===== config.mk =====
export PLATFORM = sky130hd
export DESIGN_NAME = fetch_unit_pq
export DESIGN_NICKNAME = d
export VERILOG_FILES = /design/src/rtl/if_pkg.sv /design/src/rtl/if_prefetch_queue.sv /design/src/rtl/fetch_unit_pq.sv
export SDC_FILE = /design/constraint.sdc
export NUM_CORES = 1
export LEC_CHECK = 0
export BUFFER_PORTS_ARGS = -buffer_cell sky130_fd_sc_hd__buf_2
export CORE_MARGIN = 2
export CORE_UTILIZATION = 45
export DETAILED_ROUTE_END_ITERATION = 6
export PLACE_DENSITY = 0.67
export SLEW_MARGIN = 5
export SYNTH_ARGS = -nofsm -noshare
export SYNTH_HDL_FRONTEND = slang
export SYNTH_SLANG_ARGS = --single-unit

===== constraint.sdc =====
create_clock -name clk -period 3.2 [get_ports clk]
set_input_delay 0.16 -clock clk [delete_from_list [all_inputs] [get_ports clk]]
set_output_delay 0.16 -clock clk [all_outputs]
set_load 0.05 [all_outputs]

===== src/rtl/if_pkg.sv =====
// Shared definitions for the instruction-fetch stage.
//   if_state_t  : request tracker state (IDLE / WAIT / DISCARD)
//   if_entry_t  : prefetch queue entry {pc, inst} at the default word width
//   IF_*_DEF    : default constants for PC step and redirect offset shift
package if_pkg;

  typedef enum logic [1:0] {
    IDLE    = 2'd0,  // nothing outstanding
    WAIT    = 2'd1,  // one live request outstanding
    DISCARD = 2'd2   // one stale request outstanding, its data is dropped
  } if_state_t;

  localparam int IF_WORD_LEN_DEF     = 16;
  localparam int IF_PC_STEP_DEF      = 4;
  localparam int IF_OFFSET_SHIFT_DEF = 1;

  typedef struct packed {
    logic [IF_WORD_LEN_DEF-1:0] pc;
    logic [IF_WORD_LEN_DEF-1:0] inst;
  } if_entry_t;

endpackage


===== src/rtl/if_prefetch_queue.sv =====
// Synchronous FIFO holding fetched {pc, inst} entries.
// Ports:
//   clk, rst            : clock, async active-high reset
//   i_push, i_push_data : write an entry (ignored when full)
//   i_pop               : remove the head (ignored when empty)
//   i_flush             : drop all entries; wins over push/pop
//   o_head              : head entry (stale contents when empty)
//   o_empty             : queue holds nothing
//   o_count             : current occupancy 0..DEPTH
module if_prefetch_queue
  import if_pkg::*;
#(
  parameter int  DEPTH   = 4,
  parameter type entry_t = if_entry_t
) (
  input  logic                     clk,
  input  logic                     rst,
  input  logic                     i_push,
  input  entry_t                   i_push_data,
  input  logic                     i_pop,
  input  logic                     i_flush,
  output entry_t                   o_head,
  output logic                     o_empty,
  output logic [$clog2(DEPTH):0]   o_count
);

  localparam int AW = $clog2(DEPTH);

  entry_t          r_mem [DEPTH];
  logic [AW-1:0]   r_wptr;
  logic [AW-1:0]   r_rptr;
  logic [AW:0]     r_count;

  logic w_push;
  logic w_pop;

  assign w_push = i_push && (r_count != (AW+1)'(DEPTH));
  assign w_pop  = i_pop  && (r_count != '0);

  // Storage needs no reset: contents are only observed through count.
  always_ff @(posedge clk) begin
    if (w_push && !i_flush) r_mem[r_wptr] <= i_push_data;
  end

  // DEPTH is a power of two, so pointers wrap naturally.
  always_ff @(posedge clk or posedge rst) begin
    if (rst) begin
      r_wptr  <= '0;
      r_rptr  <= '0;
      r_count <= '0;
    end else if (i_flush) begin
      r_wptr  <= '0;
      r_rptr  <= '0;
      r_count <= '0;
    end else begin
      if (w_push) r_wptr <= r_wptr + 1'b1;
      if (w_pop)  r_rptr <= r_rptr + 1'b1;
      case ({w_push, w_pop})
        2'b10:   r_count <= r_count + 1'b1;
        2'b01:   r_count <= r_count - 1'b1;
        default: r_count <= r_count;
      endcase
    end
  end

  assign o_head  = r_mem[r_rptr];
  assign o_empty = (r_count == '0);
  assign o_count = r_count;

endmodule


===== src/rtl/fetch_unit_pq.sv =====
// Decoupled instruction-fetch stage with a prefetch queue.
// Issues sequential requests (one outstanding at most), buffers responses
// with their PCs, hands the head to decode unless frozen. Branch/jump
// redirects flush the queue and mark any outstanding request stale.
// Optional feature macro: IF_MISALIGN_TRAP_EN -- a misaligned redirect target
// raises a sticky fetch_fault and stops fetching; otherwise the target's low
// bits are cleared and fetch_fault is tied low.
// Ports:
//   clk, rst                        : clock, async active-high reset
//   br_taken, br_pc, br_offset      : branch redirect (highest priority)
//   jump_en, jump_addr              : jump redirect
//   freeze                          : decode stall, head is held
//   imem_req, imem_addr             : memory request
//   imem_rvalid, imem_rdata         : memory response
//   inst_valid, inst, inst_pc       : queue head to decode (0 when empty)
//   fetch_fault                     : misaligned-redirect trap
module fetch_unit_pq
  import if_pkg::*;
#(
  parameter int WORD_LEN     = 16,
  parameter int QUEUE_DEPTH  = 4,
  parameter int PC_STEP      = IF_PC_STEP_DEF,
  parameter int OFFSET_SHIFT = IF_OFFSET_SHIFT_DEF,
  parameter int RESET_PC     = 0
) (
  input  logic                clk,
  input  logic                rst,
  input  logic                br_taken,
  input  logic [WORD_LEN-1:0] br_pc,
  input  logic [WORD_LEN-1:0] br_offset,
  input  logic                jump_en,
  input  logic [WORD_LEN-1:0] jump_addr,
  input  logic                freeze,
  output logic                imem_req,
  output logic [WORD_LEN-1:0] imem_addr,
  input  logic                imem_rvalid,
  input  logic [WORD_LEN-1:0] imem_rdata,
  output logic                inst_valid,
  output logic [WORD_LEN-1:0] inst,
  output logic [WORD_LEN-1:0] inst_pc,
  output logic                fetch_fault
);

  localparam int AW = $clog2(QUEUE_DEPTH);
  localparam logic [WORD_LEN-1:0] ALIGN_MASK = WORD_LEN'(PC_STEP - 1);

  typedef struct packed {
    logic [WORD_LEN-1:0] pc;
    logic [WORD_LEN-1:0] inst;
  } entry_t;

  if_state_t           r_state;
  logic [WORD_LEN-1:0] r_fetch_pc;
  logic [WORD_LEN-1:0] r_req_pc;   // address of the outstanding request
  logic                r_fault;

  logic                w_redir;
  logic [WORD_LEN-1:0] w_target_raw;
  logic [WORD_LEN-1:0] w_target;
  logic                w_trap;
  logic                w_req;
  logic                w_push;
  logic                w_pop;
  logic                w_empty;
  logic [AW:0]         w_count;
  entry_t              w_head;
  entry_t              w_push_data;

  // Redirect target; branch wins when both are asserted.
  assign w_redir      = br_taken || jump_en;
  assign w_target_raw = br_taken ? (br_pc + (br_offset << OFFSET_SHIFT))
                                 : (jump_addr << OFFSET_SHIFT);

`ifdef IF_MISALIGN_TRAP_EN
  assign w_target = w_target_raw;
  assign w_trap   = w_redir && ((w_target_raw & ALIGN_MASK) != '0);
`else
  assign w_target = w_target_raw & ~ALIGN_MASK;
  assign w_trap   = 1'b0;
`endif

  // Requesting only from IDLE with a free slot reserves space for the
  // response, so the queue can never overflow.
  assign w_req = !rst && (r_state == IDLE) && !w_redir && !r_fault &&
                 (w_count < (AW+1)'(QUEUE_DEPTH));

  assign imem_req  = w_req;
  assign imem_addr = r_fetch_pc;

  assign w_push      = (r_state == WAIT) && imem_rvalid && !w_redir;
  assign w_push_data = '{pc: r_req_pc, inst: imem_rdata};
  assign w_pop       = !w_empty && !freeze;

  if_prefetch_queue #(
    .DEPTH   (QUEUE_DEPTH),
    .entry_t (entry_t)
  ) u_queue (
    .clk         (clk),
    .rst         (rst),
    .i_push      (w_push),
    .i_push_data (w_push_data),
    .i_pop       (w_pop),
    .i_flush     (w_redir),
    .o_head      (w_head),
    .o_empty     (w_empty),
    .o_count     (w_count)
  );

  always_ff @(posedge clk or posedge rst) begin
    if (rst) begin
      r_state    <= IDLE;
      r_fetch_pc <= WORD_LEN'(RESET_PC);
      r_req_pc   <= '0;
      r_fault    <= 1'b0;
    end else if (w_redir) begin
      r_fetch_pc <= w_target;
      if (w_trap) r_fault <= 1'b1;
      // Anything outstanding becomes stale; a response arriving this same
      // cycle is simply dropped.
      case (r_state)
        WAIT:    r_state <= imem_rvalid ? IDLE : DISCARD;
        DISCARD: r_state <= imem_rvalid ? IDLE : DISCARD;
        default: r_state <= IDLE;
      endcase
    end else begin
      case (r_state)
        IDLE: begin
          if (w_req) begin
            r_req_pc   <= r_fetch_pc;
            r_fetch_pc <= r_fetch_pc + WORD_LEN'(PC_STEP);
            r_state    <= WAIT;
          end
        end
        WAIT:    if (imem_rvalid) r_state <= IDLE;
        DISCARD: if (imem_rvalid) r_state <= IDLE;
        default: r_state <= IDLE;
      endcase
    end
  end

  assign inst_valid  = !w_empty;
  assign inst        = w_empty ? '0 : w_head.inst;
  assign inst_pc     = w_empty ? '0 : w_head.pc;
  assign fetch_fault = r_fault;

endmodule


======== Word-level counts from Yosys, hierarchy flattened ========
Memories as Yosys holds them, arrays and structs flattened.
Index checks and enable logic that the tools add are counted.
storage, ports and cells
  logic and storage cells ................. 68
  bits in writable memories ............... 128
  bits in registers ....................... 41
  memories kept ........................... 1
operators by class
  reductions and logical operators ........ 26
  add/subtract/negate cells ............... 6
  order comparisons ....................... 1
  mux-type cells .......................... 20
  bitwise operators ....................... 1
  equal/unequal tests ..................... 7
memories
  memory         depth  width  rd ports  clocked after memory_dff  wr ports  RTL line                 source
  u_queue.r_mem  4      32     1         0                         1         if_prefetch_queue.sv:29  entry_t r_mem [DEPTH];
operator list
  kind                                                                count
  16-bit 2-to-1 mux                                                   6
  2-bit 2-to-1 mux                                                    9
  16-bit adder                                                        1
  16-bit by 3-bit adder with 16-bit output, second input constant     1
  1-bit logical AND                                                   9
  2-bit nonzero test                                                  4
  3-bit case mux with 2 select lines                                  1
  3-bit nonzero test                                                  2
  2-bit by 1-bit adder with 2-bit output, second input constant       2
  2-bit by 1-bit == test with 1-bit output, second input constant     2
  2-bit == test, second input constant                                2
  1-bit zero test                                                     4
  2-bit case mux with 2 select lines                                  1
  2-bit AND reduction                                                 2
  3-bit by 1-bit adder with 3-bit output, second input constant       1
  3-bit zero test                                                     1
  3-bit less-than comparator, second input constant                   1
  3-bit 2-to-1 mux                                                    1
  3-bit by 1-bit != test with 1-bit output, second input constant     1
  3-bit by 2-bit != test with 1-bit output, second input constant     1
  3-bit != test, second input constant                                1
  3-bit AND reduction                                                 1
  3-bit by 1-bit subtractor with 3-bit output, second input constant  1
  2-bit zero test                                                     1
  other kinds (4)                                                     5

======== Longest topological paths before layout ========
Gate-level depths: netlist of run 1.
  depth after elaboration ................. 7
  gate-level depth with buffers ........... 10

======== Modules after synthesis ========
A second synthesis of run 1 with hierarchy kept.
second synthesis, totals
  cells, all modules ...................... 567
  area, all modules ....................... 7,855.0 um^2
modules (own cells, without submodules)
  module             cells each  area each (um^2)  instances
  if_prefetch_queue  233         5,238.8           1
  fetch_unit_pq      334         2,616.3           1

======== Least setup slack after synthesis of run 1 ========
OpenSTA, ideal clock, no wires.
  path type ............................... register to register
  start ................................... register r_state[1]
  end ..................................... register u_queue.r_count[2], in the netlist u_queue.o_count[2]
  data arrival time ....................... 2.152 ns
  slack ................................... 0.970 ns
  library setup time ...................... 0.078 ns
  cell stages (with the launch flop) ...... 11
  cell sequence ........................... dfrtp_1 inv_1 ha_1 nand3_1 a21oi_1 inv_1 ha_1 fa_1 xnor2_1 or3_1 a21oi_1
on the way
  longest elaborated chain between the ends .. 7
  elaborated cells between the ends (all ways) .. 9
  those cells by class .................... eq/ne (3); mux (2); reduce/logical (4)
RTL lines
  item                                                                              RTL line                 source
  start: declaration                                                                fetch_unit_pq.sv:52      if_state_t r_state;
  start signal: assignment                                                          fetch_unit_pq.sv:121     WAIT: r_state <= imem_rvalid ? IDLE : DISCARD;
  start signal: assignment                                                          fetch_unit_pq.sv:122     DISCARD: r_state <= imem_rvalid ? IDLE : DISCARD;
  2-bit by 1-bit == test with 1-bit output *                                        fetch_unit_pq.sv:90      assign w_push = (r_state == WAIT) && imem_rvalid && !w_redir;
  1-bit logical AND * (2 in a row)                                                  fetch_unit_pq.sv:90
  1-bit logical AND *                                                               if_prefetch_queue.sv:37  assign w_push = i_push && (r_count != (AW+1)'(DEPTH));
  2-bit by 1-bit == test with 1-bit output / 2-bit == test (equally long branches)  if_prefetch_queue.sv:58  case ({w_push, w_pop})
  3-bit case mux with 2 select lines                                                if_prefetch_queue.sv:58
  3-bit 2-to-1 mux                                                                  if_prefetch_queue.sv:51  end else if (i_flush) begin
  end signal: assignment                                                            if_prefetch_queue.sv:59  2'b10: r_count <= r_count + 1'b1;
  end signal: assignment                                                            if_prefetch_queue.sv:60  2'b01: r_count <= r_count - 1'b1;
  end signal: assignment                                                            if_prefetch_queue.sv:61  default: r_count <= r_count;
  end: declaration                                                                  if_prefetch_queue.sv:32  logic [AW:0] r_count;
Every way passes the cells marked *; elsewhere a longest branch is shown, timed or not.
A chain may end at the register's enable or synchronous reset.

======== Final worst setup path of run 1 ========
Same ends and word-level chain as after synthesis.

==> results, run 1 <==
- The run finished with clean final reports.
- Summing all placed instances gives a cell area of 8172 µm².
- The tree is rooted in a clkbuf_16.
- The number of non-filler instances in the completed layout is 893.
- The CTS tree is yes.
- The path type of the worst min-delay path is in2reg.
- For the worst setup path, the data required time is 3530 ps.
- After routing the design area is 8924 µm².
- The Yosys step of the flow raised 0 warnings.
- The number of buffers inserted by port buffering is 111.
- The startpoint of the lowest-slack register-to-register path is r_state[1].
- The final critical-path share of the clock period is 77.34%.
- The detail route stage leaves a number of antenna-violating nets equal to 0.
- The worst register-to-register path has a depth of 10.
- Across every metal layer, demand over resource in global routing totals 17.77%.
- The number of H-tree branching levels is 4.
- The biggest area contributor in the post-synthesis netlist is edfxtp_1.
- The global-route wire length before repair is 23980 µm.
- For the final database, setup skew stands at 8.210 ps.
- Synthesis produced 528 cells.
- The setup slack on the worst flop-to-flop path is 730 ps.
- Setup repair after global routing left no endpoint under its margin.
- The peak clock frequency supported by timing is 404.0 MHz.
- By count the netlist is led by 120 x edfxtp_1, 61 x nand2_1, 37 x dfrtp_1.
- The first routing iteration left 310 violations.
- The max-slew violation total from the final report was 0.
- Of all flip-flops after synthesis, the portion carrying an async set or reset was 23.57%.
- Setup violations remaining at the end of the flow were counted as 0.
- The type of the setup path with the least slack is reg2reg.
- The length of the first detailed-routing pass in iterations is 4.
- The clock net sink count is 157.
- The floorplan step set the die height to 131.7 µm.
- The most utilized layer in the global route result is met2.
- The die is 131.7 µm wide.
- The top cell type by area accounts for 49.08% of the synthesized area.
- The share of cells above drive strength 1 is 29.25%.
- The total congestion overflow after global routing is 0.
- The clock slew at the register clock pins of the worst setup and hold paths is 60 ps.
- The setup fix buffers added after clock tree synthesis is 0.
- Global routing consumed, on the met1 layer, 22.63% of the routing resources.
- The per-cell via count in the routed design is 5.206.
- The area growth from synthesis to final layout is 21.54%.
- The power density normalized to cell area is 559.0 nW/µm².
- Counting tap cells, the placed design contains a total of 843 instances.
- Of all nets on the critical path, the largest fanout is 7.
- The worst-case headroom to the max-slew limit is 46.87%.
- VDD sags by at most 0.4024 mV.
- The later-pin clock latency in the skew report is 410 ps.
- The path with the worst hold slack has its endpoint at imem_addr[2].
- The hold violation total from the final report was 0.
- The most common cell in the synthesized netlist is edfxtp_1.
- In this run the critical register-to-register path is captured at u_queue.o_count[2].
- In the final routed layout, each cell accounts on average for 16.59 µm.
- The number of violations of the max-capacitance limit is 0.
- Routability-driven placement finished with a final weighted congestion of 0.8693.
- The via count of the first global-routing pass is 4703.
- In the post-synthesis netlist, the biggest area contributors are edfxtp_1 49%, dfrtp_1 13%, mux4_2 9.2%.
- The core region is 15940 µm².
- The category of the worst setup path capture point is a flip-flop.
- The filler cells instantiated in the layout total 1275.
- Counting distinct cell types in the post-synthesis netlist gives 60.
- The final hold slack is 46.60 ps.
- STA classifies the critical path startpoint as a flip-flop.
- Entering global routing, the biggest net connects 32 pins.
- The effective utilization at floorplan is 46.05%.
- The number of nets in the layout is 757.
- The slew at the pin closest to its max-slew limit is 796.9 ps.
- The most used flip-flop cell after synthesis is edfxtp_1.
- The number of core rows is 46.
- After detailed routing, the total wire length is 14810 µm.
- The wire-length estimate of the detail-placed layout is 9897 µm.
- The post-synthesis area per instance is 13.91 µm².
- The number of clock buffers added by TritonCTS is 17.
- The initial antenna violation count is 0.
- The leakage power is 0.003503 µW.
- In this run the count of I/O pins placed on the die edge is 121.
- The floorplan step defined a die boundary enclosing 17350 µm².
- In the routed design, unresolved DRC markers number 0.
- The clock passes through at most 2 buffers.
- Data on the critical path arrives at its endpoint at 2810 ps.
- The synthesized flop and latch total is 157.
- For this block, the via count after detailed routing is 4649.
- Summing the sequential cell areas from Yosys gives 61.69% of the chip area.
- At the end of the flow the core is filled with cells to 55.97%.
- The number of diodes added for antenna fixing is 0.
- The met2 routing resource usage after global routing is 29.32%.
- The fraction of met3 tracks used by global routing is 5.075%.
- The number of cells traversed by the worst hold path is 3.
- The post-layout minimum cycle time is 2475 ps.
- The count of flip-flops with a built-in enable after synthesis is 120.
- The worst min-delay path startpoint is jump_addr[1].
- The synthesized netlist occupies a cell area of 7342 µm².
- The total negative slack for setup checks is 0 ps.
metal layers:
metal	vias up	wire, µm
met5	-	0
met4	0	131
met3	8	917
met2	174	7332
met1	2237	6433
li1	2230	-
how the worst max path moves through the flow:
stage	from	endpoint	slack (ps)	depth (start not counted)
floorplan	r_state[1]	u_queue.o_count[2]	970	10
global placement	jump_en	u_queue.o_count[2]	680	11
detailed placement	jump_en	u_queue.o_count[2]	590	11
CTS	r_state[1]	u_queue.o_count[2]	720	10
global route	r_state[1]	u_queue.o_count[2]	500	10
finish	r_state[1]	u_queue.o_count[2]	730	10
through the flow:
step / total power [µW] / setup WS [ps]
2_1_floorplan: 2905 / 970.0
3_3_place_gp: 3072 / 684.7
3_5_place_dp: 3102 / 593.6
4_1_cts: 5040 / 718.3
5_1_grt: 5197 / 503.8
6_report: 4989 / 725.0
flip-flops by register name, indices dropped and copies added, names as in the netlist:
name	count
u_queue.r_rptr	2
u_queue.r_wptr	2
r_req_pc	14
r_state	2
imem_addr	14
u_queue.r_mem	120
u_queue.o_count	3
area by class of cell:
cell class	count	area, µm²	area share [%]
clock inverters	10	117.6	1.318
well taps	216	270.3	3.029
inverters	18	67.56	0.7572
clock buffers	22	454.2	5.090
repair buffers	141	850.8	9.534
multi-input cells	329	2633	29.50
flip-flops and latches	157	4531	50.77
kinds of logic after synthesis:
logic type,Yosys count,share of synthesized area [%]
buffers and inverters,46,2.727
other,1,0.05108
adders and majority gates,23,4.124
muxes,35,9.952
xor gates and xnor gates,22,2.624
DFF,157,61.69
and+or+nand+nor,169,11.49
AOI/OAI and AO/OA,75,7.345
cells in the final DEF (no fill, tap or decap), types with 12 or more instances in the layout:
cell type,instances
a21oi_1,18
dfrtp_1,36
nor2b_1,31
nand2_1,61
nor2_1,24
buf_2,111
o21ai_0,20
mux4_2,30
dlygate4sd3_1,18
nand3_1,14
inv_1,18
xnor2_1,12
clkbuf_16,17
edfxtp_1,120
ha_1,21
power breakdown:
group	switching (µW)	internal, µW	leakage [µW]
sequential	130	2350	0.00156
combinational	383	221	0.00168
clock	742	1170	0.000266
total	1250	3730	0.00350
repair_timing:
action | in CTS | in global routing
hold buffers | 18 | 0
resized for setup | 0 | 0
endpoints found under the hold margin | 81 | 0
worst max-delay path, cell delays in order, from the launching register on:
cell and delay [ps]:
dfrtp_1 350, inv_1 90, ha_1 160, nand3_1 70
a21oi_1 360, inv_1 140, ha_1 250, fa_1 380
xnor2_1 140, or3_1 300, a21oi_1 150
(Power assumes the default switching activity.)
==> run 2, diff against run 1 <==
- clock period: 3.2 -> 2.42 ns (I/O delays scaled with it)
==> results, run 2 (synthesis results as in run 1) <==
- The number of diodes added for antenna fixing is 0.
- The standard cell core area is 15940 µm².
- The data required time at the worst endpoint is 2760 ps.
- The critical path contains buffers and inverters numbering 2 combined.
- The largest stage delay on the critical path is 400 ps.
- The first global-routing pass estimated 23850 µm of wire.
- The number of violations of the max-capacitance limit is 0.
- The CTS tree is yes.
- The cell family contributing the most delay on the critical path is adder cells.
- The number of nets in the layout is 762.
- In this run the number of cells on the critical path is 10.
- From left edge to right edge, the die measures 131.7 µm.
- The total negative slack for setup checks is 0 ps.
- The via count of the first global-routing pass is 4773.
- After filler insertion, the fill cell instance count of the layout stands at 1286.
- The number of buffers created by CTS is 17.
- Data on the critical path arrives at its endpoint at 2590 ps.
- The library cells used most frequently in the layout, excluding fill and tap cells, are 120 x edfxtp_1, 110 x buf_2, 60 x nand2_1, 36 x dfrtp_1, 31 x nor2b_1.
- After detailed routing, the average wire length per cell comes to 16.49 µm.
- The floorplan has 46 rows.
- The run finished with clean final reports.
- Along the worst path, the maximum fanout reaches 3.
- The final critical-path share of the clock period is 93.02%.
- The remaining routing DRC violations is 0.
- In this run the remaining antenna-violating nets after routing total 0.
- The worst hold path belongs to the class in2reg.
- The routed layout has 4666 vias.
- The commonest non-fill, non-tap cell in the layout is edfxtp_1.
- The congestion estimate from routability-driven global placement came to 0.8661.
- Headroom to the max-slew limit came out at 56.69%.
- No sink is reached through more buffers than the 2 on the longest clock path.
- The effective utilization at floorplan is 46.05%.
- For the final database, setup skew stands at 8.103 ps.
- Setup repair after global routing left no endpoint under its margin.
- The largest net degree at the start of global routing is 32.
- Clock-pin slew was measured on the worst setup and hold paths at 60 ps.
- After detailed routing, the number of vias per cell comes to 5.196.
- The wire length after detailed routing is 14810 µm.
- The first TritonRoute pass finished after 4 iterations.
- The slew at the pin closest to its max-slew limit is 649.0 ps.
- The setup slack of the critical path after layout is 169.0 ps.
- The initial antenna violation count is 0.
- The H-tree generated during clock tree synthesis spans 4 levels.
- The clock drives 157 sinks.
- Before CTS, the worst setup slack after placement is 176.5 ps.
- The violation count after the first detailed-route iteration is 282.
- 121 I/O pins were placed.
- The global-route total usage across every layer is 17.44%.
- The path depth of the worst reg2reg path is 10.
- For this run the aggregate overflow at the end of global routing stands at 0.
- The kind of start point of the critical path is a flip-flop.
- The number of setup violations in the final report is 0.
- The total half-perimeter wirelength after legalization and detailed placement is 10020 µm.
- The post-layout minimum cycle time is 2251 ps.
- The signal on the critical path passes through inv_1, ha_1, nand3_1, a21oi_1, inv_1, ha_1, fa_1, xnor2_1, or3_1, a21oi_1.
- Of the cells placed in the final design, the portion with a size suffix greater than 1 is 30.21%.
- The later pin in the worst-skew pair is clocked with a latency of 420 ps.
- The most utilized layer in the global route result is met2.
- The largest individual stage delay along the critical path comes from the cell fa_1.
- Once the clock tree was built, the setup fixing pass inserted 0 buffers.
- The register with the most flip-flops in the layout has 120 of them.
- For this run, global-route usage on met1 was measured as 22.31%.
- The worst setup path is of the reg2reg kind.
- Power spread over the standard cell area amounts to 742.7 nW/µm².
- In this run the static leakage power is 0.003562 µW.
- The cell sitting at the root of the clock tree is a clkbuf_16.
- Based on the critical path, the design can be clocked at up to 444.3 MHz.
- In this run the vertical extent of the chip is 131.7 µm.
- The area growth from synthesis to final layout is 23.01%.
- STA classifies the critical path endpoint as a flip-flop.
- The hold violation total from the final report is 0.
- The fraction of met3 tracks used by global routing is 4.614%.
- The worst IR drop on VDD is 0.4936 mV.
- The number of cells traversed by the worst hold path is 3.
- The floorplan step defined a die boundary enclosing 17350 µm².
- For met2 alone, demand over resource in global routing was 28.65%.
- Counting flops per register, the top entry is u_queue.r_mem.
- The max-slew violation total from the final report was 0.
- Input and output buffers added on the ports amount to 111.
## run 2: changes by cell type in the layout (fill, tap and decap cells not counted)
cell | before | now
buf_12 | 2 | 5
clkbuf_1 | 4 | 1
clkbuf_8 | 1 | 4
buf_4 | 10 | 12
clkinv_2 | 2 | 4
clkinvlp_4 | 4 | 2
buf_2 | 111 | 110
dlygate4sd3_1 | 18 | 19
nand2_1 | 61 | 60
nand2_2 | 0 | 1
## run 2: power by group
part           switching [µW]  internal (µW)  total [µW]
clock network             999           1620        2620
logic                     514            297         810
registers                 172           3100        3270
total                    1680           5020        6710
## run 2: per-layer routing
layer	wire, µm	vias to the layer above
met3	868	29
met5	0	-
li1	-	2236
met2	6918	160
met4	296	0
met1	6722	2241
## run 2: repair_timing
item                                   CTS  global route
setup endpoints to repair                0             1
hold buffers                            19             0
endpoints found under the hold margin   81             0
gates resized for setup                  0             3
## run 2: worst paths after layout
path                         startpoint  slack (ps)                   end
hold reg to reg             r_req_pc[8]         530  u_queue.r_mem[3][24]
min in group asynchronous           rst         390            r_state[0]
setup reg to reg             r_state[1]         170    u_queue.o_count[2]
setup / recovery             r_state[1]         170    u_queue.o_count[2]
max in group asynchronous           rst        1270     u_queue.r_rptr[0]
hold / removal             jump_addr[5]          20          imem_addr[6]
## run 2: area by class of cell
type / instances / area, µm² / share of cell area [%]
Sequential cell: 157 / 4531 / 50.17
Multi-Input combinational cell: 329 / 2635 / 29.18
Timing Repair Buffer: 146 / 930.9 / 10.31
Clock buffer: 22 / 484.2 / 5.362
Tap cell: 216 / 270.3 / 2.993
Clock inverter: 10 / 112.6 / 1.247
Inverter: 18 / 67.56 / 0.7481
## run 2: stage by stage
| step | area, µm² | hold slack, ps | util (%) | total power, µW | std cells |
|---|---|---|---|---|---|
| after floorplan | 7357 | 219.9 | - | 3842 | 532 |
| after global placement | 8239 | 247.3 | 51.68 | 4066 | 847 |
| after detailed placement | 8239 | 265.1 | 51.68 | 4109 | 847 |
| after CTS | 9026 | 2.874 | 56.62 | 6760 | 898 |
| after global routing | 9031 | 43.96 | 56.65 | 6975 | 898 |
| final | 9031 | 15.90 | 56.65 | 6707 | 898 |
## run 2: worst register-to-register path, delay by kind of cell (launching register included)
kind / cells / cell delay (ps)
fa+ha+maj: 3 / 780
buf+inv: 2 / 180
compound gates: 2 / 320
xor+xnor: 1 / 150
simple gates: 2 / 380
flops: 1 / 360
==> run 3, diff against run 2 <==
- CELL_PAD_IN_SITES_DETAIL_PLACEMENT: not set -> 0
- CELL_PAD_IN_SITES_GLOBAL_PLACEMENT: not set -> 1
- GPL_TIMING_DRIVEN: not set -> 0
- PLACE_DENSITY: 0.67 -> 0.79
- SLEW_MARGIN: 5 -> not set
==> results, run 3 (synthesis results as in run 1) <==
- The run finished with clean final reports.
- The total congestion overflow after global routing is 0.
- Leaving out fill and tap cells, the most frequent cells in the layout are 120 x edfxtp_1, 113 x buf_2, 61 x nand2_1, 37 x dfrtp_1, 31 x nor2b_1.
- The largest individual stage delay along the critical path comes from the cell buf_1.
- Timing would allow up to 439.7 MHz.
- The die covers 17350 µm².
- At the pin with the least slew margin, the transition time is 840.8 ps.
- The clock slew at the register clock pins of the worst setup and hold paths is 60 ps.
- Traced cell by cell, the critical path runs through buf_1, mux4_2, nor2b_1, buf_2.
- The path type of the worst min-delay path is in2reg.
- The number of H-tree branching levels is 4.
- In the routed design, unresolved DRC markers number 0.
- The number of cells on the worst reg-to-reg path is 10.
- The total negative slack for setup checks is 0 ps.
- Using the TritonRoute via totals, the vias-per-cell ratio works out to 5.145.
- The worst IR drop on VDD is 0.5086 mV.
- The number of buffers inserted by port buffering is 111.
- The worst path meets setup with 145.8 ps of slack.
- Global routing used 18.34% of the available tracks across all layers.
- The number of diodes added for antenna fixing is 0.
- The commonest non-fill, non-tap cell in the layout is edfxtp_1.
- The critical path is of the reg2out type.
- The largest net degree at the start of global routing is 38.
- The deepest clock path buffer count is 2.
- STA classifies the critical path endpoint as an output port.
- Cells fill 56.69% of the core in the end.
- The number of nets in the layout is 773.
- The via count of the first global-routing pass is 4843.
- The floorplan step defined a core boundary enclosing 15940 µm².
- Summed over all cells, the static leakage comes to 0.003564 µW.
- The power density normalized to cell area is 752.3 nW/µm².
- The post-placement worst setup slack is -438.3 ps.
- The final worst clock skew is 8.106 ps.
- Compared with the post-synthesis result, the final layout area differs by 23.11%.
- The length of the first detailed-routing pass in iterations is 5.
- The worst path needs 2274 ps of the cycle, external delays included.
- Of the cells placed in the final design, the portion with a size suffix greater than 1 is 30.01%.
- The final hold slack is 28.03 ps.
- The initial antenna violation count is 0.
- The max-slew violation total from the final report was 0.
- The number of buffers created by CTS is 17.
- The area after detailed placement is 8188 µm².
- The total half-perimeter wirelength after legalization and detailed placement is 10420 µm.
- The final critical-path share of the clock period is 93.98%.
- In the final routed layout, each cell accounts on average for 16.84 µm.
- The register containing the most flip-flops in the final layout is u_queue.r_mem.
- The largest fanout on the critical path is 10.
- The signal arrival time at the worst endpoint is 2150 ps.
- The I/O pin count is 121.
- The flip-flop count of the largest register after layout is 120.
- The kind of start point of the critical path is a flip-flop.
- The tree is rooted in a clkbuf_16.
- The number of core rows is 46.
- The via count is 4677.
- The data required time at the worst endpoint is 2300 ps.
- Setup repair after global routing left no endpoint under its margin.
- The hold violation total from the final report is 0.
- In this design, the stage delay of the slowest critical-path cell is 530 ps.
- The worst hold path was traced through 3 stages.
- The wire length after detailed routing is 15310 µm.
- The worst-case headroom to the max-slew limit is 43.94%.
- The global-route wire length before repair is 24890 µm.
- Once detail routing completed, the nets flagged for antenna violations numbered 0.
- Counting buffers and inverters, the worst setup path is 4 cells deep.
- Across the run, the number of max-cap violations was 0.
- Grouping stages by cell kind, the critical path spends the most delay in buffers and inverters.
- The final non-filler cell area is 9039 µm².
- The later-pin clock latency in the skew report is 420 ps.
- For this configuration, the core starts out at a cell density of 46.05%.
- The die is 131.7 µm tall.
- The number of setup violations in the final report is 0.
- The number of buffer and inverter instances along the worst setup path is 2.
- The clock net sink count is 157.
- The x dimension of the die is 131.7 µm.
- Routability-driven placement finished with a final weighted congestion of 0.8602.
- In this run, the number of DRC markers left after iteration 0 of detailed routing was 283.
- The CTS tree is yes.
run 3: cell type report:
type                            count  area, µm²
Sequential cell                   157       4529
Fill cell                        1313       6904
Multi-Input combinational cell    329       2655
Tap cell                          216      270.3
Timing Repair Buffer              131      755.7
Buffer                             26      147.6
Clock buffer                       17      425.4
Clock inverter                     15      187.7
Inverter                           18      67.56
run 3: worst reg2reg max path: stages, from the launching register on:
cell	delay [ps]
dfrtp_1	360
inv_1	100
ha_1	150
nand3_1	120
a21oi_4	160
inv_1	90
ha_1	220
fa_1	380
xnor2_1	150
or3_1	310
a21oi_1	140
run 3: power breakdown:
part	total (µW)	internal (µW)	switching, µW
clock	2710	1640	1070
combinational	820	301	519
sequential	3260	3100	163
run 3: through the flow:
step | std cells | total power (µW)
final | 909 | 6800
after global routing | 909 | 7062
after CTS | 909 | 6838
after detailed placement | 859 | 4113
after global placement | 859 | 4077
after floorplan | 532 | 3842
run 3: repair_timing:
action,in CTS,in global routing
buffers inserted,0,1
endpoints found under the hold margin,103,0
resized for setup,7,8
pin swaps,0,0
gates cloned,0,0
hold buffers,19,0
endpoints found under the setup margin,30,30
run 3: final timing paths:
kind	startpoint	endpoint	slack [ps]
max	u_queue.r_rptr[1]	inst[1]	150
min	jump_addr[7]	imem_addr[8]	30
max reg2reg	r_state[1]	u_queue.o_count[2]	160
min reg2reg	r_req_pc[10]	u_queue.r_mem[1][26]	520
max in group asynchronous	rst	imem_addr[8]	1490
min in group asynchronous	rst	r_state[0]	420
run 3: per-layer routing:
layer	GRT usage, %	vias up	routed length, µm
li1	-	2265	-
met1	23.39	2236	6708
met2	30.57	159	7483
met3	4.306	17	909
met4	7.246	0	211
met5	0	-	0
